`src/rtl/magnitude_comparator_pkg.sv`:
```
// Shared encodings for the sequential magnitude comparator: FSM states and
// the 3-bit result bus {eq, gt, lt}.
package magnitude_comparator_pkg;

    typedef enum logic {
        IDLE = 1'b0,
        RUN  = 1'b1
    } state_t;

    localparam logic [2:0] RES_NONE = 3'b000;
    localparam logic [2:0] EQ       = 3'b100;
    localparam logic [2:0] GT       = 3'b010;
    localparam logic [2:0] LT       = 3'b001;

    function automatic logic [2:0] slice_result(input logic eq, input logic gt, input logic lt);
        if (eq)      return EQ;
        else if (gt) return GT;
        else if (lt) return LT;
        else         return RES_NONE;
    endfunction

endpackage

```
`src/rtl/magnitude_comparator_slice.sv`:
```
// Unsigned compare of one SLICE-bit operand pair; purely combinational.
module magnitude_comparator_slice #(
    parameter int SLICE = 4
) (
    input  logic [SLICE-1:0] a,
    input  logic [SLICE-1:0] b,
    output logic             eq,
    output logic             gt,
    output logic             lt
);

    assign eq = (a == b);
    assign gt = (a > b);
    assign lt = (a < b);

endmodule

```
`src/rtl/magnitude_comparator_seq.sv`:
```
// Multi-cycle WIDTH-bit magnitude comparator: one SLICE-bit slice per clock,
// MSB slice first, finishing early at the first unequal slice.
module magnitude_comparator_seq
    import magnitude_comparator_pkg::*;
#(
    parameter int WIDTH = 16,
    parameter int SLICE = 4
) (
    input  logic             clk,
    input  logic             rst,
    input  logic             start,
    input  logic             signed_mode,
    input  logic [WIDTH-1:0] A,
    input  logic [WIDTH-1:0] B,
    output logic             busy,
    output logic             done,
    output logic             saida_e,
    output logic             saida_plus,
    output logic             saida_less
);

    localparam int NSLICE = WIDTH / SLICE;
    localparam int IDX_W  = (NSLICE > 1) ? $clog2(NSLICE) : 1;
    localparam logic [WIDTH-1:0] MSB_MASK = {1'b1, {(WIDTH-1){1'b0}}} >> 0;
    localparam logic [IDX_W-1:0] IDX_TOP  = IDX_W'(NSLICE - 1);

    state_t           state_q, state_d;
    logic [IDX_W-1:0] idx_q, idx_d;
    logic [WIDTH-1:0] a_q, a_d;
    logic [WIDTH-1:0] b_q, b_d;
    logic [2:0]       res_q, res_d;
    logic             done_q, done_d;

    logic [SLICE-1:0] a_sl [NSLICE];
    logic [SLICE-1:0] b_sl [NSLICE];
    logic [SLICE-1:0] a_cur, b_cur;
    logic             cmp_eq, cmp_gt, cmp_lt;
    logic [WIDTH-1:0] sign_flip;

    genvar gi;
    generate
        for (gi = 0; gi < NSLICE; gi++) begin : g_slice
            assign a_sl[gi] = a_q[gi*SLICE +: SLICE];
            assign b_sl[gi] = b_q[gi*SLICE +: SLICE];
        end
    endgenerate

    assign a_cur = a_sl[idx_q];
    assign b_cur = b_sl[idx_q];

    magnitude_comparator_slice #(
        .SLICE(SLICE)
    ) u_slice (
        .a  (a_cur),
        .b  (b_cur),
        .eq (cmp_eq),
        .gt (cmp_gt),
        .lt (cmp_lt)
    );

    // Flipping the sign bit of both operands maps two's complement onto
    // offset binary, so the unsigned slice compare yields the signed order.
    assign sign_flip = signed_mode ? MSB_MASK : '0;

    always_comb begin
        state_d = state_q;
        idx_d   = idx_q;
        a_d     = a_q;
        b_d     = b_q;
        res_d   = res_q;
        done_d  = 1'b0;
        case (state_q)
            IDLE: begin
                if (start) begin
                    a_d     = A ^ sign_flip;
                    b_d     = B ^ sign_flip;
                    idx_d   = IDX_TOP;
                    state_d = RUN;
                end
            end
            RUN: begin
                if (!cmp_eq || idx_q == '0) begin
                    res_d   = slice_result(cmp_eq, cmp_gt, cmp_lt);
                    done_d  = 1'b1;
                    state_d = IDLE;
                end else begin
                    idx_d = idx_q - IDX_W'(1);
                end
            end
            default: state_d = IDLE;
        endcase
    end

    always_ff @(posedge clk) begin
        if (rst) begin
            state_q <= IDLE;
            idx_q   <= '0;
            a_q     <= '0;
            b_q     <= '0;
            res_q   <= RES_NONE;
            done_q  <= 1'b0;
        end else begin
            state_q <= state_d;
            idx_q   <= idx_d;
            a_q     <= a_d;
            b_q     <= b_d;
            res_q   <= res_d;
            done_q  <= done_d;
        end
    end

    assign busy       = (state_q == RUN);
    assign done       = done_q;
    assign saida_e    = res_q[2];
    assign saida_plus = res_q[1];
    assign saida_less = res_q[0];

endmodule

```
`config.mk`:
```
export PLATFORM = sky130hd
export DESIGN_NAME = magnitude_comparator_seq
export DESIGN_NICKNAME = d
export VERILOG_FILES = /design/src/rtl/magnitude_comparator_pkg.sv /design/src/rtl/magnitude_comparator_slice.sv /design/src/rtl/magnitude_comparator_seq.sv
export SDC_FILE = /design/constraint.sdc
export NUM_CORES = 1
export LEC_CHECK = 0
export ABC_AREA = 1
export ABC_CLOCK_PERIOD_IN_PS = 2450
export CAP_MARGIN = 20
export CORE_UTILIZATION = 61
export CTS_BUF_LIST = sky130_fd_sc_hd__clkbuf_4 sky130_fd_sc_hd__clkbuf_8 sky130_fd_sc_hd__clkbuf_16
export DETAILED_ROUTE_END_ITERATION = 10
export DONT_BUFFER_PORTS = 1
export PLACE_DENSITY = 0.77
export REMOVE_ABC_BUFFERS = 1
export SLEW_MARGIN = 20
export SYNTH_ARGS = -nofsm -noshare
export SYNTH_HDL_FRONTEND = slang
export SYNTH_SLANG_ARGS = --single-unit
```
`constraint.sdc`:
```
create_clock -name clk -period 2.45 [get_ports clk]
set_clock_uncertainty 0.05 [all_clocks]
set_input_delay 0 -clock clk [delete_from_list [all_inputs] [get_ports clk]]
set_output_delay 0 -clock clk [all_outputs]
set_load 0.05 [all_outputs]
```
---- After elaboration in Yosys (flattened, before gate mapping) ----
Index checks and enable logic that the tools add are counted.
cells by class
  add/subtract/negate cells ............... 1
  order comparisons ....................... 3
  bitwise operators ....................... 4
  muxes and demuxes ....................... 17
  reductions and logical operators ........ 7
  equal/unequal tests ..................... 3
operator list
  cell                                                      count
  bitwise XOR 16 bit                                        2
  binary-select mux 4 bit (select 2 bit)                    2
  two-way mux 16 bit                                        1
  two-way mux 4 bit                                         4
  two-way mux 2 bit                                         3
  AND reduction 2 bit                                       3
  == test 4 bit                                             1
  > comparator 4 bit                                        1
  < comparator 4 bit                                        1
  two-way mux 1 bit                                         4
  != test 2 bit, second input constant                      2
  case mux 2 bit (2 select lines)                           1
  greater-or-equal comparator 3 bit, second input constant  1
  two-way mux 3 bit                                         1
  inverter 2 -> 3 bit                                       1
  logical NOT 2 bit                                         1
  case mux 1 bit (2 select lines)                           1
  OR reduction 2 bit                                        1
  subtractor 2 x 1 -> 2 bit, second input constant          1
  logical NOT 1 bit                                         1
  logical OR 1 bit                                          1
  inverter 1 bit                                            1
storage, ports and cells
  logic and storage cells ................. 41
  bits of input ports ..................... 36
  register bits after elaboration ......... 39

---- Logic depth before layout (Yosys ltp) ----
Gate-level depths: netlist of run 1.
  word-level depth ........................ 9
  depth in mapped cells ................... 13

---- Cells and area by module ----
From an unflattened synthesis of run 1, not the netlist that was laid out.
second synthesis, totals
  cells, all modules ...................... 258
  area total of the unflattened synthesis .. 1,848.0 µm²
modules (own cells, without submodules)
  module                      instances  cells each  area an instance (µm²)  sequential area each (µm²)
  magnitude_comparator_seq    1          238         1,732.9                 780.7
  magnitude_comparator_slice  1          20          115.1                   0.0

---- Least setup slack after synthesis of run 1 ----
OpenSTA, ideal clock, no wires.
  path type ............................... reg2reg
  from .................................... reg idx_q[0]
  to ...................................... reg res_q[1]
  cell stages (with the launch flop) ...... 12
  period minus slack after synthesis ...... 1.797 ns
  path slack .............................. 0.653 ns
  library setup time ...................... 0.115 ns
  arrival time ............................ 1.632 ns
  path through ............................ dfxtp_1 > buf_4 > inv_2 > buf_6 > o21ai_0 > o22ai_1 > ha_1 > nand2_1 > nor2_2 > nor2_1 > nand3_1 > and2_1
between the ends
  longest elaborated chain between the ends .. 8
  elaborated cells on any way between the ends .. 15
RTL lines
  item                                                                        line                             RTL
  start, declared                                                             magnitude_comparator_seq.sv:28   logic [IDX_W-1:0] idx_q, idx_d;
  start signal, assigned                                                      magnitude_comparator_seq.sv:104  idx_q <= idx_d;
  parallel branches: the longest is 8 deep, another holds > comparator 4 bit  n/a
  end signal, assigned                                                        magnitude_comparator_seq.sv:107  res_q <= res_d;
  end, declared                                                               magnitude_comparator_seq.sv:31   logic [2:0] res_q, res_d;
Parallel ways; which one is timed is not known. The select of a mux whose other input is x is not followed.
A chain may end at the register's enable or synchronous reset.

---- Final worst setup path of run 1 ----
Same ends and word-level chain as after synthesis.

==> results of run 1 <==
==> placed cells by master, fill, tap and decap left out <==
master / n
sky130_fd_sc_hd__nor2_2: 1
sky130_fd_sc_hd__a32o_1: 4
sky130_fd_sc_hd__nand4_1: 1
sky130_fd_sc_hd__o22ai_1: 4
sky130_fd_sc_hd__nand3_1: 5
sky130_fd_sc_hd__nor2_1: 72
sky130_fd_sc_hd__inv_1: 9
sky130_fd_sc_hd__o21ai_0: 37
sky130_fd_sc_hd__buf_4: 2
sky130_fd_sc_hd__clkbuf_4: 7
sky130_fd_sc_hd__inv_4: 1
sky130_fd_sc_hd__and2_1: 1
sky130_fd_sc_hd__nand2_4: 1
sky130_fd_sc_hd__nand2_1: 24
sky130_fd_sc_hd__ha_1: 5
sky130_fd_sc_hd__a21oi_1: 10
sky130_fd_sc_hd__dlygate4sd3_1: 36
sky130_fd_sc_hd__inv_2: 2
sky130_fd_sc_hd__o21ai_1: 6
sky130_fd_sc_hd__dfxtp_1: 39
sky130_fd_sc_hd__xnor2_1: 2
sky130_fd_sc_hd__clkinv_2: 1
==> worst min path at each step <==
stage	from	to	slack, ns	depth (start not counted)
2_1_floorplan	rst	busy	0.02	1
3_3_place_gp	rst	res_q[0]	0.02	1
3_5_place_dp	rst	busy	0.02	1
4_1_cts	rst	idx_q[1]	0.18	3
5_1_grt	rst	busy	0.27	2
6_report	rst	idx_q[1]	0.22	3
==> area by class of cell <==
class / count / area [sq um]
clock inverter: 1 / 5.00
multi-input combinational: 173 / 826
clock buffer: 7 / 52.6
fill: 208 / 608
timing repair buffer: 38 / 375
tap: 31 / 38.8
inverter: 12 / 47.5
sequential: 39 / 781
==> critical path, stage by stage (launching register included) <==
cell,delay [ns]
sky130_fd_sc_hd__dfxtp_1,0.49
sky130_fd_sc_hd__buf_4,0.22
sky130_fd_sc_hd__nand2_1,0.06
sky130_fd_sc_hd__a32o_1,0.24
sky130_fd_sc_hd__ha_1,0.28
sky130_fd_sc_hd__nand2_1,0.11
sky130_fd_sc_hd__nor2_2,0.08
sky130_fd_sc_hd__nor2_1,0.16
sky130_fd_sc_hd__nand3_1,0.13
sky130_fd_sc_hd__and2_1,0.19
==> Yosys cell counts <==
master / n / area share, %
sky130_fd_sc_hd__ha_1: 5 / 3.6
sky130_fd_sc_hd__dfxtp_1: 39 / 44
sky130_fd_sc_hd__nand2_1: 24 / 5.1
sky130_fd_sc_hd__o21ai_1: 6 / 1.7
sky130_fd_sc_hd__a21oi_1: 10 / 2.8
sky130_fd_sc_hd__nand2_4: 1 / 0.64
sky130_fd_sc_hd__inv_2: 2 / 0.43
sky130_fd_sc_hd__clkbuf_4: 1 / 0.43
sky130_fd_sc_hd__buf_6: 4 / 2.6
sky130_fd_sc_hd__nor2_1: 72 / 15
sky130_fd_sc_hd__nand4_1: 1 / 0.36
sky130_fd_sc_hd__and2_1: 1 / 0.36
sky130_fd_sc_hd__o21ai_0: 37 / 11
sky130_fd_sc_hd__xnor2_1: 2 / 1.0
sky130_fd_sc_hd__buf_2: 4 / 1.1
sky130_fd_sc_hd__inv_1: 9 / 1.9
sky130_fd_sc_hd__buf_4: 4 / 1.7
sky130_fd_sc_hd__inv_4: 1 / 0.36
sky130_fd_sc_hd__a32o_1: 4 / 2.3
sky130_fd_sc_hd__nor2_2: 1 / 0.36
sky130_fd_sc_hd__nand3_1: 5 / 1.4
sky130_fd_sc_hd__o22ai_1: 4 / 1.4
==> logic make-up (layout without fill, tap and decap cells) <==
logic type | after synthesis | in the layout | synth area share [%]
compound gates | 61 | 61 | 18.8
buf+inv | 25 | 58 | 8.55
fa+ha+maj | 5 | 5 | 3.56
xor+xnor | 2 | 2 | 0.997
simple gates | 105 | 105 | 23.6
flops | 39 | 39 | 44.4
==> per-layer routing <==
layer	part of all wire, %	wire (um)	track usage, %	vias up
met2	49	1850	44.1	53
met4	2.4	92	13.9	0
met3	4.3	163	5.58	11
met5	0	0	0	-
li1	-	-	-	845
met1	45	1700	33.7	719
==> power by group through the flow <==
stage | Clock [mW] | Combinational (mW) | Sequential, mW
after global routing | 0.367 | 0.366 | 0.753
after CTS | 0.344 | 0.314 | 0.746
after floorplan | 0 | 0.204 | 0.758
after global placement | 0 | 0.252 | 0.760
after detailed placement | 0 | 0.264 | 0.760
final | 0.337 | 0.319 | 0.746
==> repair_timing <==
action                     CTS  global route
setup endpoints to repair    0             0
hold endpoints to repair    35             0
hold buffers                36             0
==> through the flow <==
stage | cell area, sq um | setup slack, ns | instances | hold WS, ns | util, %
floorplan | 1650 | 0.501 | 224 | 0.0191 | -
global placement | 1710 | 0.511 | 257 | 0.0221 | 62.5
detailed placement | 1710 | 0.417 | 257 | 0.0223 | 62.5
CTS | 2130 | 0.375 | 301 | 0.180 | 77.8
global route | 2130 | 0.128 | 301 | 0.273 | 77.8
finish | 2130 | 0.323 | 301 | 0.220 | 77.8
==> registers in the layout, summed over array words and instances (netlist names) <==
register  flops
a_q          16
b_q          16
res_q         3
idx_q         2
busy          1
done          1
==> flow_summary.ini, run 1 <==
[power]
p_leak_nw = 0.909
p_switching_uw = 440
p_seq_share_pct = 53.2
total_power_mw = 1.40
worst_ir_drop_vdd_mv = 0.531
p_int_uw = 962
share_comb_of_total_power_pct = 22.8
power.density_cell_area_nw_per_um2 = 660
power_switching_share_pct = 31.4
power.share.clock_pct = 24.0

[global_routing]
globalRouteOverflowTotal = 0
first_global_vias = 1527
gr-usage-all-layers_pct = 27.0
global_route_wire_length_before_repair_um = 6550
maximum_number_of_pins_on_one_net_before_global_route_repair = 37
antenna_violations_before_repair = 0

[timing]
setup_tns_ns = 0
timing.final.setup_violations = 0
fmax_ghz = 0.470
slew_headroom_pct = 42.5
finalCriticalPeriod_ns = 2.13
rsz_0062_raised_after_global_routing = false
number_of_pins_with_negative_max_slew_slack_in_the_final_report = 0
final_hold_viol_count = 0
final.period_utilization_pct = 86.8
worst-slew-pin-transition_ns = 0.861

[routing]
detailedRoute.firstIterationViolations = 68
wire_length_after_detailed_routing_um = 3810
ant_nets = 0
via_count = 1628
drt-pass1-iter-count = 4
drcViolationCount = 0
route.detailed.vias_per_inst = 5.41
routed_wire_length_per_instance_um = 12.7

[critical_path]
critical_path.reg2reg.startpoint = idx_q[0]
worst-endpoint-required_ns = 2.65
setup.worst_path.class = reg2reg
crit_start = idx_q[0]
crit_path_end = res_q[1]
rr_endpoint = res_q[1]
reg2regPathDepth = 9
worstPathMaxFanout = 10
rrSetupSlack_ns = 0.32
cp-start-kind = flip-flop
arrival_ns = 2.33
setup.worst_path.end_class = flip-flop

[clocking]
clock_path_buffers = 2
clk_pin_slew_worst_paths_ns = 0.12
postCtsSetupRepairBufs = 0
worst_skew_pair.late_latency_ns = 0.34
htree_levels = 2
cts.sink_count = 39
ctsResizeCount = 0
cts_tree = built
cts_buffers = 5
cts-root-buf = sky130_fd_sc_hd__clkbuf_4

[logic_synthesis]
yosysSeqAreaShare_pct = 44.4
postSynthAreaPerCell_sq_um = 7.41
cells_after_synth = 237
synth_cell_type_count = 22
synth.yosys.warnings = 0
postSynthRegisterBits = 39
netlist_area_sq_um = 1760

[status]
run_status = complete, no violations

[floorplanning]
fp.dieH_um = 55.7
floorplan.core_area_sq_um = 2730
die-area_sq_um = 3100
initial_util_pct = 64.3
die_x_um = 55.7
io_pins = 41
num_rows = 19

[layout]
drive_gt1_share_pct = 5.56
design.final.nets = 310
area_growth_syn_to_layout_pct = 21.0
diodes = 0

[min_path]
min-delay-path-class = in2reg

[place]
dp_hpwl_um = 2300
gp_congestion = 0.831
port_buffers = 0

[flow_run]
max_cap_violations = 0
(Power assumes the default switching activity.)
==> run 2, diff against run 1 <==
- CORE_UTILIZATION: 61 -> 25
- PLACE_DENSITY: 0.77 -> default
==> flow_summary.ini, run 2 (same netlist as run 1, synthesis figures left out) <==
[timing]
setup_tns_ns = 0
timing.final.setup_violations = 0
final_hold_viol_count = 0
worst-slew-pin-transition_ns = 0.903
number_of_pins_with_negative_max_slew_slack_in_the_final_report = 0
slew_headroom_pct = 39.8
finalCriticalPeriod_ns = 2.02
final.period_utilization_pct = 82.4
fmax_ghz = 0.495
rsz_0062_raised_after_global_routing = false

[power]
p_seq_share_pct = 50.9
power.share.clock_pct = 27.6
p_int_mw = 1.03
p_leak_nw = 0.909
total_power_mw = 1.46
worst_ir_drop_vdd_mv = 0.238
share_comb_of_total_power_pct = 21.5
power_switching_share_pct = 29.7
p_switching_uw = 433
power.density_cell_area_nw_per_um2 = 659

[clocking]
postCtsSetupRepairBufs = 0
clock_path_buffers = 2
ctsResizeCount = 0
clk_pin_slew_worst_paths_ns = 0.07
cts.sink_count = 39
worst_skew_pair.late_latency_ns = 0.28
htree_levels = 2
cts-root-buf = sky130_fd_sc_hd__clkbuf_8
cts_tree = built
cts_buffers = 5

[layout]
final_cell_mix = sky130_fd_sc_hd__nor2_1 (72), sky130_fd_sc_hd__dfxtp_1 (39), sky130_fd_sc_hd__o21ai_0 (37)
area_growth_syn_to_layout_pct = 26.1
design.final.nets = 309
diodes = 0
design_area_sq_um = 2220
layout_commonest_cell = sky130_fd_sc_hd__nor2_1
layout.filler_cells = 749
drive_gt1_share_pct = 4.87
reg_top3 = a_q: 16 flops, b_q: 16 flops, res_q: 3 flops
finalCoreUtilization_pct = 32.6

[routing]
detailedRoute.firstIterationViolations = 128
drt-pass1-iter-count = 4
wire_length_after_detailed_routing_um = 4020
ant_nets = 0
routed_wire_length_per_instance_um = 11.1
via_count = 1557
route.detailed.vias_per_inst = 4.29
drcViolationCount = 0

[status]
run_status = complete, no violations

[critical_path]
setup.worst_path.class = reg2reg
cp-start-kind = flip-flop
cp_common_cell = sky130_fd_sc_hd__a21oi_1
arrival_ns = 2.15
crit_path_top_delay_cell = sky130_fd_sc_hd__dfxtp_1
rrSetupSlack_ns = 0.43
rr_endpoint = res_q[1]
worst-endpoint-required_ns = 2.58
critical_path.reg2reg.startpoint = idx_q[1]
critical_path.cell_chain = inv_1, a21oi_1, a32o_1, ha_1, nand2_1, o21ai_0, a21oi_1, and2_1
setup.worst_path.end_class = flip-flop
worstPathMaxFanout = 13
critPathMaxStageDelay_ns = 0.35
reg2regPathDepth = 8

[min_path]
worst_min_path_start = start
hold-path-endpoint = b_q[2]
hold-path-cell-count = 3
min-delay-path-class = in2reg

[floorplanning]
initial_util_pct = 25.9
fp.dieH_um = 85.8
die-area_sq_um = 7370
floorplan.core_area_sq_um = 6790
num_rows = 30
die_x_um = 85.8
io_pins = 41

[global_routing]
first_global_vias = 1412
globalRouteOverflowTotal = 0
antenna_violations_before_repair = 0
global_route_wire_length_before_repair_um = 6670
gr-usage-all-layers_pct = 11.7
maximum_number_of_pins_on_one_net_before_global_route_repair = 37

[place]
port_buffers = 0
placed_cell_area_sq_um = 1790
gp_congestion = 0.865
dp_hpwl_um = 2700

[flow_run]
max_cap_violations = 0
run 2: area by class of cell:
class / instances / area [sq um] / area share, %
Timing Repair Buffer: 37 / 365 / 16.5
Tap cell: 96 / 120 / 5.42
Inverter: 12 / 47.5 / 2.15
Clock buffer: 6 / 76.3 / 3.44
Sequential cell: 39 / 781 / 35.2
Multi-Input combinational cell: 173 / 826 / 37.3
run 2: through the flow:
stage               setup slack (ns)  hold slack [ns]  cells
floorplan                      0.501           0.0191    224
CTS                            0.414           0.0981    363
finish                         0.430            0.112    363
detailed placement             0.431           0.0264    322
global route                   0.284            0.124    363
global placement               0.522           0.0247    322
run 2: metal layers:
metal | track usage [%] | part of all wire [%] | vias up
li1 | - | - | 838
met1 | 14.8 | 49 | 675
met2 | 18.3 | 44 | 39
met3 | 3.85 | 5.4 | 5
met4 | 4.55 | 1.5 | 0
met5 | 0 | 0 | -
run 2: worst max-delay path by stage:
stage / from / end / cells past startpoint
3_5_place_dp: idx_q[1] / res_q[1] / 8
6_report: idx_q[1] / res_q[1] / 8
4_1_cts: idx_q[1] / res_q[1] / 8
5_1_grt: idx_q[1] / res_q[1] / 8
2_1_floorplan: idx_q[0] / res_q[1] / 9
3_3_place_gp: idx_q[0] / res_q[1] / 8
run 2: critical path, delay by kind of cell, from the launching register on:
kind	cells	cell delay (ns)
simple gates	2	0.23
buf+inv	1	0.33
fa+ha+maj	1	0.29
compound gates	4	0.67
flops	1	0.35
run 2: repair_timing:
item	in CTS	in global routing
hold buffers	35	0
hold endpoints to repair	35	0
endpoints found under the setup margin	0	0
run 2: power groups by stage:
| stage | registers, mW | clock network (mW) | logic, mW |
|---|---|---|---|
| 3_3_place_gp | 0.758 | 0 | 0.265 |
| 5_1_grt | 0.751 | 0.444 | 0.364 |
| 3_5_place_dp | 0.758 | 0 | 0.270 |
| 4_1_cts | 0.744 | 0.415 | 0.319 |
| 6_report | 0.743 | 0.403 | 0.315 |
| 2_1_floorplan | 0.758 | 0 | 0.204 |
==> run 3, diff against run 2 <==
- ABC_AREA: 1 -> 0
- ABC_CLOCK_PERIOD_IN_PS: 2450 -> 1900
- clock period: 2.45 -> 1.9 ns (I/O delays scaled with it)
==> flow_summary.ini, run 3 <==
[clocking]
cts-root-buf = sky130_fd_sc_hd__clkbuf_8
cts.sink_count = 39
cts_buffers = 5
clock_path_buffers = 2
worst_skew_pair.late_latency_ns = 0.30
htree_levels = 2
cts_tree = built
clk_pin_slew_worst_paths_ns = 0.09

[critical_path]
worstPathMaxFanout = 4
crit_path_top_delay_cell = sky130_fd_sc_hd__mux4_2
worst-endpoint-required_ns = 2.09
cp_common_cell = sky130_fd_sc_hd__buf_6
reg2regPathDepth = 9
critPathMaxStageDelay_ns = 0.52
rr_endpoint = busy
arrival_ns = 2.37
critical_path.cell_chain = buf_6, mux4_2, ha_4, nand4_4, nor3b_4, buf_6, buf_6, nor2_2, nor2_1
timing.critical_path.buf_inv = 3
setup.worst_path.end_class = flip-flop
rrSetupSlack_ns = -0.28
cp_top_family = multiplexers
critical_path.reg2reg.startpoint = idx_q[0]
setup.worst_path.class = reg2reg
cp-start-kind = flip-flop

[logic_synthesis]
yosysSeqAreaShare_pct = 45.5
yosys-top-cells-area = sky130_fd_sc_hd__dfxtp_1 (46%), sky130_fd_sc_hd__nand2_1 (14%), sky130_fd_sc_hd__mux4_2 (11%), sky130_fd_sc_hd__a21oi_1 (9.6%), sky130_fd_sc_hd__ha_1 (3.6%)
share_of_the_synthesized_area_in_the_top_cell_type_pct = 45.5
synth_cell_type_count = 24
synthMostInstantiatedCell = sky130_fd_sc_hd__nand2_1
netlist_area_sq_um = 1710
postSynthAreaPerCell_sq_um = 8.88
postSynthRegisterBits = 39
netlist_top_cells_count = sky130_fd_sc_hd__nand2_1 (63), sky130_fd_sc_hd__dfxtp_1 (39), sky130_fd_sc_hd__a21oi_1 (33), sky130_fd_sc_hd__mux4_2 (8), sky130_fd_sc_hd__inv_1 (7)
synth.yosys.warnings = 0
number_of_flops_mapped_to_enable_cells_by_yosys = 0
ys_async_sr_fraction_pct = 0
cells_after_synth = 193
postSynth.topFlopCell = sky130_fd_sc_hd__dfxtp_1
yosysTopAreaCell = sky130_fd_sc_hd__dfxtp_1

[routing]
routed_wire_length_per_instance_um = 12.9
drcViolationCount = 0
detailedRoute.firstIterationViolations = 71
ant_nets = 0
wire_length_after_detailed_routing_um = 4430
via_count = 1565
drt-pass1-iter-count = 6
route.detailed.vias_per_inst = 4.55

[layout]
area_of_combinational_cells_with_multiple_inputs_sq_um = 917
layout_commonest_cell = sky130_fd_sc_hd__nand2_1
sequential_cell_area_sq_um = 786
design.final.nets = 307
diodes = 0
area_growth_syn_to_layout_pct = 59.2
drive_gt1_share_pct = 20.2
layout.filler_cells = 643
reg_top3 = a_q: 16 flops, b_q: 16 flops, res_q: 3 flops
final_cell_mix = sky130_fd_sc_hd__nand2_1 (63), sky130_fd_sc_hd__dlygate4sd3_1 (62), sky130_fd_sc_hd__dfxtp_1 (37)

[global_routing]
globalRouteOverflowTotal = 0
antenna_violations_before_repair = 0
first_global_vias = 1602
gr-usage-all-layers_pct = 13.2
global_route_wire_length_before_repair_um = 7340
maximum_number_of_pins_on_one_net_before_global_route_repair = 40

[timing]
fmax_ghz = 0.458
number_of_pins_with_negative_max_slew_slack_in_the_final_report = 0
final.period_utilization_pct = 115
worst-slew-pin-transition_ns = 0.506
rsz_0062_raised_after_global_routing = true
timing.final.setup_violations = 7
final_worst_path_setup_slack_ns = -0.283
slew_headroom_pct = 66.2
final_hold_viol_count = 0
setup_tns_ns = -1.55
finalCriticalPeriod_ns = 2.18

[power]
p_switching_uw = 625
p_seq_share_pct = 41.9
power.share.clock_pct = 32.1
p_int_mw = 1.59
power_switching_share_pct = 28.2
worst_ir_drop_vdd_mv = 0.311
share_comb_of_total_power_pct = 26.0
total_power_mw = 2.22
p_leak_nw = 1.08
power.density_cell_area_nw_per_um2 = 813

[min_path]
worst_min_path_start = start
hold-path-cell-count = 4
min-delay-path-class = in2reg
hold-path-endpoint = b_q[8]

[flow_run]
max_cap_violations = 0

[status]
violations = setup timing
run_status = finished with violations

[floorplanning]
initial_util_pct = 26.4
io_pins = 41
floorplan.core_area_sq_um = 6490
die_x_um = 84.8
fp.dieH_um = 84.8
num_rows = 29
die-area_sq_um = 7190

[place]
pre_cts_slack_ns = -0.343
gp_congestion = 0.707
port_buffers = 0
dp_hpwl_um = 2810
run 3: per-stage QoR:
step / hold slack [ns] / util, % / cell area (sq um) / std cells
finish: 0.121 / 42.0 / 2730 / 344
global route: 0.128 / 42.0 / 2730 / 344
CTS: 0.118 / 40.9 / 2660 / 342
detailed placement: 0.0264 / 28.3 / 1840 / 269
global placement: 0.0237 / 28.3 / 1840 / 269
floorplan: 0.0146 / - / 1640 / 179
run 3: worst max path at each step:
stage | start | end | slack, ns | cells past startpoint
after floorplan | idx_q[0] | idx_q[0] | -0.52 | 6
after global placement | idx_q[0] | idx_q[0] | -0.24 | 7
after detailed placement | idx_q[0] | idx_q[0] | -0.34 | 7
after CTS | idx_q[0] | idx_q[0] | -0.23 | 7
final | idx_q[0] | busy | -0.28 | 9
after global routing | idx_q[0] | idx_q[0] | -0.41 | 8
run 3: cells by family (layout without fill, tap and decap cells):
logic type,after synthesis,after routing,share of synthesized area [%]
xor+xnor,2,2,1.02
fa+ha+maj,5,5,3.65
buf+inv,21,95,5.91
simple gates,78,78,20.1
mux,8,8,10.5
flops,39,39,45.5
compound gates,40,40,13.2
run 3: repair_timing:
| action | in CTS | in global routing |
|---|---|---|
| pin swaps | 4 | 11 |
| hold buffers | 63 | 0 |
| hold endpoints to repair | 39 | 0 |
| setup buffers | 2 | 2 |
| gates cloned | 0 | 0 |
| gates resized for setup | 10 | 12 |
| endpoints found under the setup margin | 7 | 8 |
run 3: layout make-up:
type / instances / area share, %
clock buffer: 5 / 2.52
clock inverter: 3 / 1.74
inverter: 7 / 0.963
multi-input combinational: 133 / 33.6
sequential: 39 / 28.8
tap: 77 / 3.53
timing repair buffer: 80 / 28.8
run 3: power groups by stage:
stage	Sequential, mW	Combinational, mW	Clock (mW)
after detailed placement	0.946	0.365	0
after global placement	0.944	0.357	0
after floorplan	0.968	0.226	0
final	0.929	0.576	0.713
after global routing	0.937	0.632	0.774
after CTS	0.928	0.527	0.728
run 3: per-layer routing:
metal  vias to the layer above  track usage (%)  wire [um]
li1                        793                -          -
met1                       739             16.0       1940
met2                        29             22.2       2220
met4                         0             3.85         47
met3                         4             4.42        216
met5                         -                0          0
run 3: worst reg2reg max path, stage by stage, from the launching register on:
cell and delay [ns]:
sky130_fd_sc_hd__dfxtp_4 0.37, sky130_fd_sc_hd__buf_6 0.12, sky130_fd_sc_hd__mux4_2 0.52, sky130_fd_sc_hd__ha_4 0.31, sky130_fd_sc_hd__nand4_4 0.12, sky130_fd_sc_hd__nor3b_4 0.28, sky130_fd_sc_hd__buf_6 0.15, sky130_fd_sc_hd__buf_6 0.10
sky130_fd_sc_hd__nor2_2 0.03, sky130_fd_sc_hd__nor2_1 0.07
